`src/rtl/rvga_types_pkg.sv`:
```
// rvga_types: shared RV32 type definitions for the execute/memory slice.
// Provides the word and funct3 types, the LSU state and fault encodings,
// and the memory-width funct3 constants used by the load/store unit.
package rvga_types;

    typedef logic [31:0] rvga_word;
    typedef logic [2:0]  rvga_funct3;

    typedef enum logic [1:0] {
        e_lsu_idle = 2'd0,
        e_lsu_req  = 2'd1,
        e_lsu_resp = 2'd2,
        e_lsu_done = 2'd3
    } rvga_lsu_state_e;

    typedef enum logic [1:0] {
        e_lsu_fault_none       = 2'd0,
        e_lsu_fault_misaligned = 2'd1,
        e_lsu_fault_illegal    = 2'd2,
        e_lsu_fault_timeout    = 2'd3
    } rvga_lsu_fault_e;

    localparam rvga_funct3 e_rvga_memop_b  = 3'b000;
    localparam rvga_funct3 e_rvga_memop_h  = 3'b001;
    localparam rvga_funct3 e_rvga_memop_w  = 3'b010;
    localparam rvga_funct3 e_rvga_memop_bu = 3'b100;
    localparam rvga_funct3 e_rvga_memop_hu = 3'b101;

endpackage

```
`src/rtl/rvga_lsu_align.sv`:
```
// rvga_lsu_align: combinational byte-lane logic for the LSU.
// Ports:
//   store_i      1 = store, 0 = load
//   funct3_i     memory width/sign
//   addr_lo_i    address bits [1:0]
//   data_i       store data (rs2)
//   rdata_i      raw load word from memory
//   wdata_o      replicated store data
//   wmask_o      byte enables
//   ldata_o      extracted and extended load data
//   misaligned_o access not naturally aligned for its width
//   illegal_o    funct3 not a valid load/store encoding
module rvga_lsu_align
    import rvga_types::*;
(
    input  logic       store_i,
    input  rvga_funct3 funct3_i,
    input  logic [1:0] addr_lo_i,
    input  rvga_word   data_i,
    input  rvga_word   rdata_i,
    output rvga_word   wdata_o,
    output logic [3:0] wmask_o,
    output rvga_word   ldata_o,
    output logic       misaligned_o,
    output logic       illegal_o
);

    function automatic rvga_word sext8(input logic [7:0] b);
        logic signed [7:0] s;
        s = signed'(b);
        return 32'(s);
    endfunction

    function automatic rvga_word sext16(input logic [15:0] h);
        logic signed [15:0] s;
        s = signed'(h);
        return 32'(s);
    endfunction

    rvga_word lane;

    // Shift the addressed byte down to lane 0 before extension.
    assign lane = rdata_i >> {addr_lo_i, 3'b000};

    always_comb begin
        wdata_o = data_i;
        wmask_o = 4'b1111;
        case (funct3_i[1:0])
            2'b00: begin
                wdata_o = {4{data_i[7:0]}};
                wmask_o = 4'b0001 << addr_lo_i;
            end
            2'b01: begin
                wdata_o = {2{data_i[15:0]}};
                wmask_o = 4'b0011 << addr_lo_i;
            end
            default: ;
        endcase
    end

    always_comb begin
        ldata_o = rdata_i;
        case (funct3_i)
            e_rvga_memop_b:  ldata_o = sext8(lane[7:0]);
            e_rvga_memop_h:  ldata_o = sext16(lane[15:0]);
            e_rvga_memop_bu: ldata_o = {24'd0, lane[7:0]};
            e_rvga_memop_hu: ldata_o = {16'd0, lane[15:0]};
            default:         ldata_o = rdata_i;
        endcase
    end

    always_comb begin
        misaligned_o = 1'b0;
        case (funct3_i[1:0])
            2'b01:   misaligned_o = addr_lo_i[0];
            2'b10:   misaligned_o = (addr_lo_i != 2'b00);
            default: misaligned_o = 1'b0;
        endcase
    end

    // Stores only have B/H/W; loads additionally have BU/HU.
    assign illegal_o = store_i ? (funct3_i > e_rvga_memop_w)
                               : ((funct3_i == 3'b011) || (funct3_i == 3'b110) ||
                                  (funct3_i == 3'b111));

endmodule

```
`src/rtl/rvga_lsu.sv`:
```
// rvga_lsu: load/store unit after the execute-stage ALU.
// Accepts one operation at a time, runs a valid/ready request on the data
// memory port, waits for the response (with timeout), then holds the
// extended result until writeback consumes it.
// Ports:
//   clk_i, reset_n_i          clock, async active-low reset
//   v_i/ready_o               operation handshake from execute
//   store_i, funct3_i, addr_i, data_i, rd_i   operation fields
//   mem_v_o/mem_ready_i       memory request handshake
//   mem_we_o, mem_addr_o, mem_wdata_o, mem_wmask_o  request fields
//   mem_resp_v_i, mem_rdata_i memory response
//   v_o/yumi_i                result handshake to writeback
//   rd_o, data_o, fault_o     result fields
module rvga_lsu
    import rvga_types::*;
#(
    parameter int addr_width_p = 32,
    parameter int max_wait_p   = 255
) (
    input  logic                    clk_i,
    input  logic                    reset_n_i,
    input  logic                    v_i,
    output logic                    ready_o,
    input  logic                    store_i,
    input  rvga_funct3              funct3_i,
    input  rvga_word                addr_i,
    input  rvga_word                data_i,
    input  logic [4:0]              rd_i,
    output logic                    mem_v_o,
    input  logic                    mem_ready_i,
    output logic                    mem_we_o,
    output logic [addr_width_p-1:0] mem_addr_o,
    output rvga_word                mem_wdata_o,
    output logic [3:0]              mem_wmask_o,
    input  logic                    mem_resp_v_i,
    input  rvga_word                mem_rdata_i,
    output logic                    v_o,
    input  logic                    yumi_i,
    output logic [4:0]              rd_o,
    output rvga_word                data_o,
    output rvga_lsu_fault_e         fault_o
);

    localparam int cnt_w_lp = $clog2(max_wait_p + 1);
    localparam logic [cnt_w_lp-1:0] wait_last_lp = cnt_w_lp'(max_wait_p - 1);

    rvga_lsu_state_e           state_q, state_n;
    logic                      store_q;
    rvga_funct3                funct3_q;
    logic [addr_width_p-1:0]   addr_q;
    rvga_word                  data_q;
    logic [4:0]                rd_q;
    rvga_word                  result_q;
    rvga_lsu_fault_e           fault_q;
    logic [cnt_w_lp-1:0]       wait_q;

    logic       idle;
    logic       al_store;
    rvga_funct3 al_funct3;
    logic [1:0] al_addr_lo;
    rvga_word   al_data;
    rvga_word   ldata;
    logic       misaligned, illegal;

    // While idle the checks must see the incoming operation; afterwards the
    // aligner works on the latched copy so request fields stay stable.
    assign idle       = (state_q == e_lsu_idle);
    assign al_store   = idle ? store_i       : store_q;
    assign al_funct3  = idle ? funct3_i      : funct3_q;
    assign al_addr_lo = idle ? addr_i[1:0]   : addr_q[1:0];
    assign al_data    = idle ? data_i        : data_q;

    rvga_lsu_align u_align (
        .store_i      (al_store),
        .funct3_i     (al_funct3),
        .addr_lo_i    (al_addr_lo),
        .data_i       (al_data),
        .rdata_i      (mem_rdata_i),
        .wdata_o      (mem_wdata_o),
        .wmask_o      (mem_wmask_o),
        .ldata_o      (ldata),
        .misaligned_o (misaligned),
        .illegal_o    (illegal)
    );

    assign mem_we_o   = store_q;
    assign mem_addr_o = {addr_q[addr_width_p-1:2], 2'b00};
    assign rd_o       = rd_q;
    assign data_o     = result_q;
    assign fault_o    = fault_q;

    always_comb begin
        state_n = state_q;
        ready_o = 1'b0;
        mem_v_o = 1'b0;
        v_o     = 1'b0;
        case (state_q)
            e_lsu_idle: begin
                ready_o = 1'b1;
                if (v_i) state_n = (illegal || misaligned) ? e_lsu_done : e_lsu_req;
            end
            e_lsu_req: begin
                mem_v_o = 1'b1;
                if (mem_ready_i) state_n = e_lsu_resp;
            end
            e_lsu_resp: begin
                if (mem_resp_v_i || (wait_q == wait_last_lp)) state_n = e_lsu_done;
            end
            e_lsu_done: begin
                v_o = 1'b1;
                if (yumi_i) state_n = e_lsu_idle;
            end
            default: state_n = e_lsu_idle;
        endcase
    end

    always_ff @(posedge clk_i or negedge reset_n_i) begin
        if (!reset_n_i) begin
            state_q  <= e_lsu_idle;
            store_q  <= 1'b0;
            funct3_q <= '0;
            addr_q   <= '0;
            data_q   <= '0;
            rd_q     <= '0;
            result_q <= '0;
            fault_q  <= e_lsu_fault_none;
            wait_q   <= '0;
        end else begin
            state_q <= state_n;
            case (state_q)
                // Accept: latch operation, resolve illegal/misaligned up front.
                e_lsu_idle: begin
                    if (v_i) begin
                        store_q  <= store_i;
                        funct3_q <= funct3_i;
                        addr_q   <= addr_i[addr_width_p-1:0];
                        data_q   <= data_i;
                        result_q <= '0;
                        if (illegal) begin
                            fault_q <= e_lsu_fault_illegal;
                            rd_q    <= '0;
                        end else if (misaligned) begin
                            fault_q <= e_lsu_fault_misaligned;
                            rd_q    <= '0;
                        end else begin
                            fault_q <= e_lsu_fault_none;
                            rd_q    <= rd_i;
                        end
                    end
                end
                // Request: fields held from the latched op until handshake.
                e_lsu_req: begin
                    if (mem_ready_i) wait_q <= '0;
                end
                // Response: a response in the final wait cycle beats the timeout.
                e_lsu_resp: begin
                    if (mem_resp_v_i) begin
                        result_q <= store_q ? '0 : ldata;
                        if (store_q) rd_q <= '0;
                    end else begin
                        wait_q <= wait_q + cnt_w_lp'(1);
                        if (wait_q == wait_last_lp) begin
                            fault_q  <= e_lsu_fault_timeout;
                            rd_q     <= '0;
                            result_q <= '0;
                        end
                    end
                end
                default: ;
            endcase
        end
    end

endmodule
```
`config.mk`:
```
export PLATFORM = sky130hd
export DESIGN_NAME = rvga_lsu
export DESIGN_NICKNAME = d
export VERILOG_FILES = /design/src/rtl/rvga_types_pkg.sv /design/src/rtl/rvga_lsu_align.sv /design/src/rtl/rvga_lsu.sv
export SDC_FILE = /design/constraint.sdc
export NUM_CORES = 1
export LEC_CHECK = 0
export CELL_PAD_IN_SITES_DETAIL_PLACEMENT = 0
export CELL_PAD_IN_SITES_GLOBAL_PLACEMENT = 1
export CORE_AREA = 8 8 150 152
export CTS_BUF_LIST = sky130_fd_sc_hd__clkbuf_4
export CTS_CLUSTER_SIZE = 30
export DETAILED_ROUTE_END_ITERATION = 16
export DIE_AREA = 0 0 158 160
export GPL_TIMING_DRIVEN = 0
export PLACE_DENSITY = 0.75
export SYNTH_ARGS = -nofsm -noshare
export SYNTH_HDL_FRONTEND = slang
export SYNTH_SLANG_ARGS = --single-unit
```
`constraint.sdc`:
```
create_clock -name clk_i -period 3.9 [get_ports clk_i]
set_input_delay 0.78 -clock clk_i [delete_from_list [all_inputs] [get_ports clk_i]]
set_output_delay 0.78 -clock clk_i [all_outputs]
set_load 0.02 [all_outputs]
```
==> results.cfg <==
[outcome]
outcome = finished, final reports clean

[detailed_routing]
wl_per_cell_um = 19.6
wirelength_um = 22800
vias = 5799
drt_first_pass_iters = 5
drt_first_iter_violations = 332
remaining_drc_errors = 0
viasPerCell = 4.98
drt.antenna.violating_nets = 0

[critical_path]
path_cells = inv_2, ha_4, buf_6, buf_8, nor2b_1, buf_4, or2_4, buf_12, a21oi_2, inv_1, clkdlybuf4s50_1
slowest_stage = clkdlybuf4s50_1
rr_worst_depth = 14
slowest_delay_ns = 0.55
critPathKind = register to output pin
endpoint_kind = output pin
crit_required_ns = 3.12
critPathLaunchType = register
crit_family = buffers and inverters
arrival_ns = 2.96
crit_fanout = 8
critical_path_cell_count = 11
worstPathBufferInverterCount = 7

[finish]
regArea_sq_um = 2930
fillers = 2012
n_antenna_cell = 0
multi_input_area_sq_um = 3260
finish.net_count = 1003
drive_above_1_share = 0.284
syn_to_final_growth_pct = 46.8

[placed_design]
port_buffers = 219
dpl.hpwl_um = 17100
gp_congestion = 0.835
place_ws_ns = -1.51

[power]
leakagePower_nw = 4.02
vdd_drop_max_v = 0.000620
p_per_area_nw_per_um2 = 954

[sta]
skew_ns = 0.0150
fin_ws_ns = 0.165
finalHoldViolations = 0
rsz0062_at_grt = false
maxSlewHeadroom = 0.527
timing.fmax_mhz = 268
worst_pin_slew_ns = 0.710
drv_slew = 0
min_period_over_period = 0.958
setup_viol = 0
period_needed_ns = 3.74
hold_ws_ns = 0.148

[yosys]
synth_area_leaders = dfrtp_1 (45%), mux2_2 (14%), o21ai_0 (6.0%)
yosys.area.top_type_share = 0.446
syn_area_sq_um = 6560
synth_edf_count = 0
avgSynthCellArea_sq_um = 10.5
yosys.area.top_type = dfrtp_1
synth-main-ff-cell = dfrtp_1
yosys-top-cells-count = dfrtp_1 (117), mux2_2 (80), o21ai_0 (79), nand2_1 (56), buf_4 (35)
synth_seq_area_share = 0.446
ys_seq_elements = 117
yosysMostFrequentCell = dfrtp_1
async_flop_share = 1.00
synth_cells = 626
synth_cell_type_count = 60
yosys_warnings = 0

[global_route]
grt.overflow.total = 0
grtUsageTotal = 0.182
antenna_found_initial = 2
grt_max_degree = 79
grt_pass1_wl_um = 35300
grt_pass1_vias = 6122

[hold_path]
hp-class = input pin to asynchronous set/reset pin

[floorplan]
die_h_um = 160
die_x_um = 158
ioPinCount = 222
dieArea_sq_um = 25300
core_area_sq_um = 20000
start_util = 0.327
core.rowCount = 52

[clocking]
cts_num_sinks = 117
cts-buffers-inserted = 17
cts_root_buf = clkbuf_4
cts_hold_buf = 0
h-tree-depth = 4
cts.clk_slew.worst_paths_ns = 0.11
cts_buffer_depth = 2
clk_latency_ns = 0.53
cts_tree = yes

[run]
cap_viol_max_count = 0
layout make-up:
cell class	count	share of cell area
inverters	18	0.00702
repair buffers	238	0.238
multi-input cells	422	0.338
clock buffers	20	0.0156
clock inverters	12	0.0117
plain buffers	67	0.0503
well taps	270	0.0351
flip-flops and latches	117	0.304
through the flow:
| stage | power (W) | cell area (sq um) | setup TNS, ns | cells | util |
|---|---|---|---|---|---|
| 2_1_floorplan | 0.00558 | 6560 | -0.137 | 627 | - |
| 3_3_place_gp | 0.00798 | 9090 | -396.64 | 1116 | 0.454 |
| 3_5_place_dp | 0.00800 | 9120 | -45.31 | 1117 | 0.455 |
| 4_1_cts | 0.00913 | 9550 | -0.00323 | 1161 | 0.476 |
| 5_1_grt | 0.00986 | 9630 | 0 | 1164 | 0.480 |
| 6_report | 0.00919 | 9630 | 0 | 1164 | 0.480 |
logic make-up after synthesis:
group | share of synthesized area
xor gates and xnor gates | 0.00801
muxes | 0.173
buffers and inverters | 0.0761
adders and majority gates | 0.0210
DFF | 0.446
other | 0.000572
AOI/OAI and AO/OA | 0.192
and+or+nand+nor | 0.0830
per-layer routing:
layer	GRT usage	vias to the layer above	part of all wire
met5	0	-	0.00079
met4	0.0399	4	0.011
met3	0.0799	23	0.11
met2	0.283	212	0.45
met1	0.229	2803	0.43
li1	-	2757	-
sequential cells by signal (all words and copies together) (netlist names):
| signal | flops |
|---|---|
| addr_q | 32 |
| data_o | 32 |
| data_q | 32 |
| fault_o | 2 |
| funct3_q | 3 |
| mem_we_o | 1 |
| rd_o | 5 |
| state_q | 2 |
| wait_q | 8 |
placed cells by master, fill, tap and decap left out, types with 16 or more instances in the layout:
cell type        synthesis  final
nand2_1                 56     55
o21ai_1                  8     27
o21ai_0                 79     55
dfrtp_1                117    117
clkdlybuf4s50_1          0    191
buf_4                   35     65
nor2_1                  20     20
mux2_2                  80     80
clkbuf_4                 0     20
mux2i_1                 17     16
where the power goes:
part	internal, W	switching, W	leakage [nW]
registers	0.00171	0.000268	1.46
logic	0.00289	0.00345	2.42
clock network	0.000390	0.000479	0.147
total	0.00499	0.00420	4.02
final timing paths:
check                           start             end  slack, ns
max in group asynchronous   reset_n_i         rd_o[2]       2.99
setup reg to reg           state_q[0]         rd_o[3]       0.68
setup / recovery           state_q[0]  mem_wmask_o[0]       0.16
hold / removal              reset_n_i       addr_q[7]       0.15
min in group clk_i         data_o[18]      data_o[18]       0.49
hold reg to reg            data_o[18]      data_o[18]       0.49
timing repair:
| action | CTS | global route |
|---|---|---|
| pin swaps | 2 | 1 |
| buffers inserted | 14 | 4 |
| cloned | 0 | 0 |
| endpoints found under the setup margin | 29 | 30 |
| gates resized for setup | 185 | 17 |
Note: power is estimated with default switching activity, not from simulation.
